## src/rtl/gate_ctrl.sv

```systemverilog
// Parking-lot gate controller: resynchronises FreqDiv's 1 Hz / 2 Hz clocks into
// one-cycle ticks and sequences entry/exit gating, occupancy and timeout alarm.
module gate_ctrl #(
    parameter int CAPACITY = 8,
    parameter int OPEN_SEC = 5,
    parameter int COUNT_W  = 4
) (
    input  logic               clk,
    input  logic               reset,
    input  logic               clk_1Hz,
    input  logic               clk_2Hz,
    input  logic               entry_req,
    input  logic               exit_req,
    input  logic               pass_sensor,
    input  logic               alarm_clr,
    output logic               gate_open,
    output logic [COUNT_W-1:0] count,
    output logic               full,
    output logic               deny,
    output logic               lamp,
    output logic               alarm,
    output logic               sec_tick
);

    localparam int TIMER_W = $clog2(OPEN_SEC + 1);

    localparam logic [1:0] S_IDLE  = 2'd0;
    localparam logic [1:0] S_ENTRY = 2'd1;
    localparam logic [1:0] S_EXIT  = 2'd2;
    localparam logic [1:0] S_ALARM = 2'd3;

    localparam logic [COUNT_W-1:0] CAP_C      = COUNT_W'(CAPACITY);
    localparam logic [COUNT_W-1:0] COUNT_ONE  = COUNT_W'(1);
    localparam logic [TIMER_W-1:0] TIMER_LOAD = TIMER_W'(OPEN_SEC);
    localparam logic [TIMER_W-1:0] TIMER_ONE  = TIMER_W'(1);

    // Tick paths: two synchroniser flops, a delay flop and a registered edge pulse.
    logic sec_sync1_q, sec_sync2_q, sec_prev_q, sec_tick_q;
    logic half_sync1_q, half_sync2_q, half_prev_q, half_tick_q;
    logic pass_q;
    logic pass_evt;

    logic [1:0]         state_q, state_d;
    logic [TIMER_W-1:0] timer_q, timer_d;
    logic [COUNT_W-1:0] count_q, count_d;
    logic               full_q, full_d;
    logic               deny_q, deny_d;
    logic [2:0]         deny_cnt_q, deny_cnt_d;
    logic               lamp_q, lamp_d;
    logic               gate_q, alarm_q;

    always_ff @(posedge clk or posedge reset) begin
        if (reset) begin
            sec_sync1_q  <= 1'b0;
            sec_sync2_q  <= 1'b0;
            sec_prev_q   <= 1'b0;
            sec_tick_q   <= 1'b0;
            half_sync1_q <= 1'b0;
            half_sync2_q <= 1'b0;
            half_prev_q  <= 1'b0;
            half_tick_q  <= 1'b0;
            pass_q       <= 1'b0;
        end else begin
            // NOTE: non-blocking assignments so every flop samples pre-edge values.
            sec_sync1_q  <= clk_1Hz;
            sec_sync2_q  <= sec_sync1_q;
            sec_prev_q   <= sec_sync2_q;
            sec_tick_q   <= sec_sync2_q & ~sec_prev_q;
            half_sync1_q <= clk_2Hz;
            half_sync2_q <= half_sync1_q;
            half_prev_q  <= half_sync2_q;
            half_tick_q  <= half_sync2_q & ~half_prev_q;
            pass_q       <= pass_sensor;
        end
    end

    assign pass_evt = pass_sensor & ~pass_q;

    always_comb begin
        // NOTE: every next-state signal gets a default here so no latch is inferred.
        state_d    = state_q;
        timer_d    = timer_q;
        count_d    = count_q;
        deny_d     = 1'b0;
        deny_cnt_d = 3'd0;
        case (state_q)
            S_IDLE: begin
                if (exit_req && (count_q != '0)) begin
                    state_d = S_EXIT;
                    timer_d = TIMER_LOAD;
                end else if (entry_req && !full_q) begin
                    state_d = S_ENTRY;
                    timer_d = TIMER_LOAD;
                end else if (entry_req) begin
                    // Refused entry re-pulses deny every 8 cycles while held.
                    deny_d     = (deny_cnt_q == 3'd0);
                    deny_cnt_d = deny_cnt_q + 3'd1;
                end
            end
            S_ENTRY, S_EXIT: begin
                if (pass_evt) begin
                    state_d = S_IDLE;
                    if (state_q == S_ENTRY) begin
                        if (count_q < CAP_C) count_d = count_q + COUNT_ONE;
                    end else if (count_q != '0) begin
                        count_d = count_q - COUNT_ONE;
                    end
                end else if (sec_tick_q) begin
                    if (timer_q == TIMER_ONE) state_d = S_ALARM;
                    else                      timer_d = timer_q - TIMER_ONE;
                end
            end
            S_ALARM: begin
                if (alarm_clr) state_d = S_IDLE;
            end
            default: state_d = S_IDLE;
        endcase

        full_d = (count_d == CAP_C);
        // Steady full indication while idle; 1 Hz blink everywhere else.
        if (state_d == S_IDLE)  lamp_d = full_d;
        else if (half_tick_q)   lamp_d = ~lamp_q;
        else                    lamp_d = lamp_q;
    end

    always_ff @(posedge clk or posedge reset) begin
        if (reset) begin
            state_q    <= S_IDLE;
            timer_q    <= '0;
            count_q    <= '0;
            full_q     <= 1'b0;
            deny_q     <= 1'b0;
            deny_cnt_q <= 3'd0;
            lamp_q     <= 1'b0;
            gate_q     <= 1'b0;
            alarm_q    <= 1'b0;
        end else begin
            state_q    <= state_d;
            timer_q    <= timer_d;
            count_q    <= count_d;
            full_q     <= full_d;
            deny_q     <= deny_d;
            deny_cnt_q <= deny_cnt_d;
            lamp_q     <= lamp_d;
            gate_q     <= (state_d == S_ENTRY) || (state_d == S_EXIT);
            alarm_q    <= (state_d == S_ALARM);
        end
    end

    assign gate_open = gate_q;
    assign count     = count_q;
    assign full      = full_q;
    assign deny      = deny_q;
    assign lamp      = lamp_q;
    assign alarm     = alarm_q;
    assign sec_tick  = sec_tick_q;

endmodule

```

## config.mk

```make
export PLATFORM = sky130hd
export DESIGN_NAME = gate_ctrl
export DESIGN_NICKNAME = d
export VERILOG_FILES = /design/src/rtl/gate_ctrl.sv
export SDC_FILE = /design/constraint.sdc
export NUM_CORES = 1
export LEC_CHECK = 0
export CORE_MARGIN = 3
export CORE_UTILIZATION = 55
export DETAILED_ROUTE_END_ITERATION = 16
export DONT_BUFFER_PORTS = 1
export PLACE_DENSITY_LB_ADDON = 0.3
export SYNTH_ARGS = -nofsm -noshare
export SYNTH_HDL_FRONTEND = slang
export SYNTH_SLANG_ARGS = --single-unit
```

## constraint.sdc

```tcl
create_clock -name clk -period 3.7 [get_ports clk]
set_input_delay 0.74 -clock clk [delete_from_list [all_inputs] [get_ports clk]]
set_output_delay 0.74 -clock clk [all_outputs]
set_load 0.02 [all_outputs]
```

==> metrics.cfg, run 1 <==
[routing]
drt_pass1_iterations=4
drc=0
vias_per_cell=5.641
drt_wl_total_um=2266
wl_per_cell_um=14.53
vias=880
drtIter0Drc=23
ant_nets=0

[global_route]
grt_max_degree=27
grt_pass1_wl_um=3539
overflow=0
antenna_found_initial=0
grt_pass1_vias=805
grt_usage_pct=16.76

[setup_path]
worstPathMaxFanout=7
r2r_setup_slack_ps=1290
reg2reg_to=lamp$_DFFE_PP0P_
critPathLaunchType=flip-flop
cp.arrival_ps=2630
crit_type=reg2reg
endpoint_kind=flip-flop
worst-endpoint-required_ps=3920
r2r-start=count[1]$_DFF_PP0_
r2r_cells=9

[yosys]
syn_nets=146
ys_seq_area_share_pct=49.24
synth.distinct_cells=36
syn-instance-count=127
synth_flop_cell=dfrtp_1
ys_warn_count=0
synth_edf_count=0
synth_area_sq_um=1321
ys_ff_latch=26
synth.avg_cell_area_sq_um=10.40
async_reset_ff_share_pct=100.0

[clock_network]
h-tree-depth=1
cts_tree=built
clock-sinks=26
clk_latency_ps=320
postCtsSetupRepairBufs=0
numCtsBuffers=3
hold_buffers=0
cts_max_path_buffers=2
cts-resized-gates=0
cts-root-buf=clkbuf_4
clkTransAtPathRegs_ps=130

[cells_and_area]
syn2layout_area_growth_pct=3.125
final_common_cell=dfrtp_1
layout_common_cells=dfrtp_1, inv_1, nand2_1, ha_1, o21ai_0
fin_area_sq_um=1363
regArea_sq_um=650.6
drive_gt1_share_pct=7.813
final_core_util_pct=60.43
num-fill-cells=201
nNetsFinal=148
multi_input_area_sq_um=584.3
antenna_cells=0

[die]
die_area_sq_um=3027
die_height_um=55.02
std_cell_rows=17
pin_count=18
fp.dieW_um=55.02
core_area_sq_um=2255
start_util_pct=58.60

[timing]
max_freq_ghz=0.4157
rsz0062_at_grt=false
period_share_pct=65.02
finalSetupViolations=0
hold_viol=0
finalMaxSlewViolations=0
relSlewSlack_pct=38.01
worst_slew_pin_slew_ps=928.8
period_needed_ps=2406
finalSetupTns_ps=0
setup_slack_ps=1294
finalClockSkew_ps=6.222

[status]
status=complete, no violations

[power]
vdd_drop_max_mv=0.3754
clkPwrFrac_pct=13.3
sw_frac_of_total_pct=44.18
power_mw=1.051
switching_power_mw=0.4644
p_per_area_nw_per_um2=771.5
seqPwrFrac_pct=45.1
combPwrFrac_pct=41.5
power.internal_mw=0.5868
p_leak_nw=0.6402

[worst_hold_path]
hold_depth=0
hold_class=reg2reg
hold_path_end=sec_sync2_q$_DFF_PP0_
min_from=sec_sync1_q$_DFF_PP0_

[place]
place_congestion=0.7424
placed_cell_area_sq_um=1326
place_ws_ps=1373
dpl.hpwl_um=1676
port_buffers=0

[flow_run]
cap_viol_max_count=0

-- sequential cells by signal (all words and copies together), names as in the netlist --
register / cells
count: 4
deny_cnt_q: 3
timer_q: 3
state_q: 2
alarm: 1
deny: 1
full: 1
gate_open: 1
half_prev_q: 1
half_sync1_q: 1
half_sync2_q: 1
half_tick_q: 1
lamp: 1
pass_q: 1
sec_prev_q: 1
sec_sync1_q: 1
sec_sync2_q: 1
sec_tick: 1
-- worst max-delay path by stage --
stage,start,endpoint,cells past startpoint
global placement,count[0]$_DFF_PP0_,lamp$_DFFE_PP0P_,10
detailed placement,count[0]$_DFF_PP0_,lamp$_DFFE_PP0P_,10
CTS,count[1]$_DFF_PP0_,lamp$_DFFE_PP0P_,9
global route,count[1]$_DFF_PP0_,lamp$_DFFE_PP0P_,9
floorplan,count[1]$_DFF_PP0_,lamp$_DFFE_PP0P_,9
finish,count[1]$_DFF_PP0_,lamp$_DFFE_PP0P_,9
-- metal layers --
layer	wire length (um)	GRT usage [%]
met5	0	0
met4	43	6.073
met3	166	4.826
met2	1063	28.35
met1	991	20.24
-- logic make-up (layout without fill, tap and decap cells) --
logic type      after synthesis  count (layout)  share of synthesized area, %
compound gates               24              24                         12.69
fa+ha+maj                    11              11                         10.42
buf+inv                      18              19                         6.534
flops                        26              26                         49.24
xor+xnor                      3               3                         1.989
simple gates                 45              45                         19.13
-- critical path: stages, from the launching register on --
cell	delay, ps
dfrtp_1	530
inv_1	130
ha_1	240
nor3b_1	320
o21ai_1	150
o21a_1	150
o221ai_1	210
ha_1	180
inv_1	60
o41ai_2	340
-- cells in the mapped netlist, drive strengths merged (3+ instances only) --
cell type | n | area [sq um]
dfrtp | 26 | 650.6
inv | 15 | 56.30
nand2 | 12 | 47.55
ha | 11 | 137.6
o21ai | 10 | 53.80
nor2 | 7 | 26.28
nor2b | 5 | 31.28
a21oi | 4 | 20.02
nand2b | 4 | 25.02
nand3 | 4 | 20.02
buf | 3 | 30.03
-- power groups by stage --
stage          combinational, mW  clock, mW  sequential, mW
2_1_floorplan              0.386          0           0.453
3_3_place_gp               0.410          0           0.476
3_5_place_dp               0.425          0           0.479
4_1_cts                    0.437      0.143           0.474
5_1_grt                    0.488      0.153           0.486
6_report                   0.437      0.140           0.475
-- stage by stage --
step | hold slack (ps) | cells
floorplan | 331.2 | 127
global placement | 336.6 | 152
detailed placement | 338.0 | 152
CTS | 370.8 | 156
global route | 373.8 | 156
finish | 366.8 | 156
-- area by class of cell --
class	count	share of cell area (%)
multi-input cells	83	42.88
flip-flops and latches	26	47.75
inverters	15	4.132
well taps	28	2.571
clock buffers	4	2.663
Power figures use the tool's default switching activity.
==> inputs of run 2 (changes only) <==
clock period = 2.1 ns   (was 3.7 ns; I/O delays follow)
==> metrics.cfg, run 2 (synthesis results as in run 1) <==
[status]
violations=setup timing
status=finished with violations

[power]
combPwrFrac_pct=53.0
switching_power_mw=0.8585
vdd_drop_max_mv=0.7417
seqPwrFrac_pct=37.1
p_per_area_nw_per_um2=1359
p_leak_nw=0.6898
sw_frac_of_total_pct=43.47
clkPwrFrac_pct=9.9
power.internal_mw=1.116

[global_route]
overflow=0
grt_pass1_wl_um=3684
grt_max_degree=27
antenna_found_initial=0
grt_pass1_vias=867
grt_usage_pct=17.17

[routing]
wl_per_cell_um=14.01
drt_wl_total_um=2312
vias_per_cell=5.485
ant_nets=0
drt_pass1_iterations=4
drtIter0Drc=16
vias=905
drc=0

[timing]
finalSetupViolations=1
period_share_pct=100.2
rsz0062_at_grt=true
finalSetupTns_ps=-5.060
period_needed_ps=2105
hold_viol=0
finalMaxSlewViolations=0
worst_slew_pin_slew_ps=412.7
finalClockSkew_ps=1.362
relSlewSlack_pct=72.49
whs_ps=23.25
setup_slack_ps=-5.060
max_freq_ghz=0.4750

[cells_and_area]
largest_register_ffs=4
fin_cells=165
drive_gt1_share_pct=18.25
syn2layout_area_growth_pct=9.943
antenna_cells=0
fin_area_sq_um=1453
final_common_cell=dfrtp_1
layout_common_cells=dfrtp_1, inv_1, nand2_1, ha_1, buf_4
nNetsFinal=158

[setup_path]
worst-endpoint-required_ps=2320
crit_type=reg2reg
cp.arrival_ps=2320
critPathLaunchType=flip-flop
endpoint_kind=flip-flop
worstPathMaxFanout=4
r2r_cells=10

[clock_network]
cts_max_path_buffers=2
cts-root-buf=clkbuf_4
clkTransAtPathRegs_ps=120
clk_latency_ps=310
clock-sinks=26
numCtsBuffers=3
cts_tree=built
hold_buffers=0
h-tree-depth=1

[die]
pin_count=18
die_area_sq_um=3027
core_area_sq_um=2255
fp.dieW_um=55.02
start_util_pct=58.60
die_height_um=55.02
std_cell_rows=17

[place]
dp.cells=160
dpl.hpwl_um=1719
placed_cell_area_sq_um=1386
place_congestion=0.7714
place_ws_ps=-47.17
port_buffers=0

[worst_hold_path]
hold_class=in2async

[flow_run]
cap_viol_max_count=0

==> run 2: area by class of cell <==
type	count	area [sq um]
clock buffers	3	22.52
inverters	15	56.30
flip-flops and latches	26	650.6
well taps	28	35.03
repair buffers	10	75.07
fillers	189	802.0
multi-input cells	83	613.1
==> run 2: power by group through the flow <==
| stage | sequential (mW) | clock (mW) | combinational [mW] |
|---|---|---|---|
| global placement | 0.737 | 0 | 0.918 |
| floorplan | 0.799 | 0 | 0.681 |
| global route | 0.753 | 0.221 | 1.18 |
| CTS | 0.739 | 0.203 | 0.962 |
| detailed placement | 0.744 | 0 | 0.952 |
| finish | 0.732 | 0.195 | 1.05 |
==> run 2: final timing paths <==
path                                       startpoint                     to  slack (ps)
worst max-delay path             state_q[0]$_DFF_PP0_       lamp$_DFFE_PP0P_          -5
worst min-delay path                            reset   sec_prev_q$_DFF_PP0_          20
worst max register to register   state_q[0]$_DFF_PP0_       lamp$_DFFE_PP0P_          -5
worst min register to register  sec_sync1_q$_DFF_PP0_  sec_sync2_q$_DFF_PP0_         370
max in group asynchronous                       reset     count[3]$_DFF_PP0_        1850
min in group clk                              clk_1Hz  sec_sync1_q$_DFF_PP0_         120
==> run 2: critical path, stage by stage (launching register included) <==
cell     delay (ps)
dfrtp_1         420
inv_1            80
ha_1            360
nand3_1         110
nor4_1          340
o21ai_1         150
and2_1          180
ha_1            180
inv_1            80
nand2_1          60
o41ai_2          50
==> run 2: per-layer routing <==
| metal | track usage [%] | up-vias | routed length, um |
|---|---|---|---|
| met4 | 7.287 | 0 | 32 |
| met1 | 21.02 | 433 | 1017 |
| met5 | 0 | - | 0 |
| met2 | 28.74 | 21 | 1109 |
| met3 | 4.290 | 4 | 153 |
| li1 | - | 447 | - |
==> run 2: metrics by stage <==
stage	total power [mW]	util [%]
after global placement	1.655	61.49
after global routing	2.151	64.43
after CTS	1.903	62.71
after detailed placement	1.696	61.49
final	1.975	64.43
after floorplan	1.479	-
==> run 2: repair_timing <==
item | CTS | global route
setup buffers | 0 | 2
endpoints found under the setup margin | 1 | 2
gates resized for setup | 1 | 7
pin swaps | 0 | 1
==> inputs of run 3 (changes only) <==
CORE_MARGIN = 8   (was 3)
==> metrics.cfg, run 3 (synthesis results as in run 1) <==
[power]
switching_power_mw=0.9016
combPwrFrac_pct=55.6
seqPwrFrac_pct=35.2
p_leak_nw=0.7110
sw_frac_of_total_pct=42.63
clkPwrFrac_pct=9.2
p_per_area_nw_per_um2=1391
power.internal_mw=1.213
vdd_drop_max_mv=0.9212

[global_route]
grt_pass1_vias=888
grt_pass1_wl_um=3981
overflow=0
antenna_found_initial=0
grt_usage_pct=11.95
grt_max_degree=27

[clock_network]
clkTransAtPathRegs_ps=120
cts_tree=built
numCtsBuffers=3
clock-sinks=26
clk_latency_ps=310
cts-root-buf=clkbuf_4
cts_max_path_buffers=2
h-tree-depth=1

[cells_and_area]
nNetsFinal=162
antenna_cells=0
largest_register_ffs=4
layout_common_cells=dfrtp_1, inv_1, buf_4, nand2_1, ha_1
drive_gt1_share_pct=22.70
num-fill-cells=166
regArea_sq_um=650.6
fin_area_sq_um=1520
syn2layout_area_growth_pct=15.06
multi_input_area_sq_um=646.9
final_common_cell=dfrtp_1

[setup_path]
worst-endpoint-required_ps=2310
critPathBufInv=1
worstPathMaxFanout=4
slowest_delay_ps=450
critPathLaunchType=flip-flop
crit_family=compound AO/OA/AOI/OAI gates
crit_type=reg2reg
crit_path_top_delay_cell=dfrtp_1
crit_chain=buf_6 -> ha_4 -> or4_4 -> o31a_1 -> o21ai_2 -> nand2_2 -> o41ai_2
endpoint_kind=flip-flop
cp.arrival_ps=2360

[die]
std_cell_rows=17
core_area_sq_um=2233
start_util_pct=59.16
die_height_um=65.02
pin_count=18
die_area_sq_um=4227
fp.dieW_um=65.02

[routing]
drtIter0Drc=40
wl_met2_um=1233
vias=924
drt_wl_total_um=2513
drt_pass1_iterations=4
ant_nets=0
routed.top_layer=met4
met1_length_um=1107
drc=0
vias_per_cell=5.467
met3WireLength_um=132
wl_per_cell_um=14.87

[timing]
whs_ps=27.70
relSlewSlack_pct=74.48
max_freq_ghz=0.4654
hold_viol=0
setup_slack_ps=-48.87
period_share_pct=102.3
finalClockSkew_ps=5.618
finalMaxSlewViolations=0
rsz0062_at_grt=true
finalSetupTns_ps=-48.87
finalSetupViolations=1
period_needed_ps=2149
worst_slew_pin_slew_ps=382.8

[place]
place_ws_ps=-33.23
placed_cell_area_sq_um=1394
dpl.hpwl_um=1806
port_buffers=0
place_congestion=0.8168

[status]
violations=setup timing
status=finished with violations

[flow_run]
cap_viol_max_count=0

[worst_hold_path]
hold_class=in2async

[run 3: final cells by class]
cell class | instances | area share, %
inverters | 15 | 3.704
flip-flops and latches | 26 | 42.80
well taps | 28 | 2.305
repair buffers | 14 | 7.160
multi-input cells | 83 | 42.55
clock buffers | 3 | 1.481
[run 3: worst paths after layout]
| path | from | endpoint | slack [ps] | cells after the start |
|---|---|---|---|---|
| max in group asynchronous | reset | count[3]$_DFF_PP0_ | 1830 | 2 |
| min in group clk | clk_1Hz | sec_sync1_q$_DFF_PP0_ | 120 | 0 |
| max reg2reg | state_q[0]$_DFF_PP0_ | lamp$_DFFE_PP0P_ | -50 | 7 |
| max | state_q[0]$_DFF_PP0_ | lamp$_DFFE_PP0P_ | -50 | 7 |
| min reg2reg | sec_sync1_q$_DFF_PP0_ | sec_sync2_q$_DFF_PP0_ | 370 | 0 |
| min | reset | sec_sync2_q$_DFF_PP0_ | 30 | 2 |
[run 3: layer usage]
layer,GRT usage (%),vias up
met5,0,-
met4,6.267,0
met3,3.436,5
met2,19.13,15
met1,14.23,445
li1,-,459
[run 3: worst register-to-register path: stages (launching register included)]
cell     delay, ps
dfrtp_1        450
buf_6          140
ha_4           150
or4_4          410
o31a_1         320
o21ai_2        180
nand2_2         80
o41ai_2        330
[run 3: through the flow]
step	std cells	power [mW]	util (%)
final	169	2.115	68.07
after global routing	169	2.289	68.07
after CTS	164	1.948	63.64
after detailed placement	161	1.733	62.41
after global placement	161	1.683	62.41
after floorplan	127	1.479	-
[run 3: repair_timing]
item                       CTS  global route
pin swaps                    0             5
gates resized for setup      2            10
setup endpoints to repair    1             2
hold buffers                 0             0
buffers inserted             0             5
[run 3: power by group through the flow]
stage | Sequential (mW) | Clock, mW | Combinational (mW)
finish | 0.744 | 0.195 | 1.18
global route | 0.760 | 0.222 | 1.31
CTS | 0.745 | 0.206 | 0.997
detailed placement | 0.751 | 0 | 0.983
global placement | 0.741 | 0 | 0.942
floorplan | 0.799 | 0 | 0.681
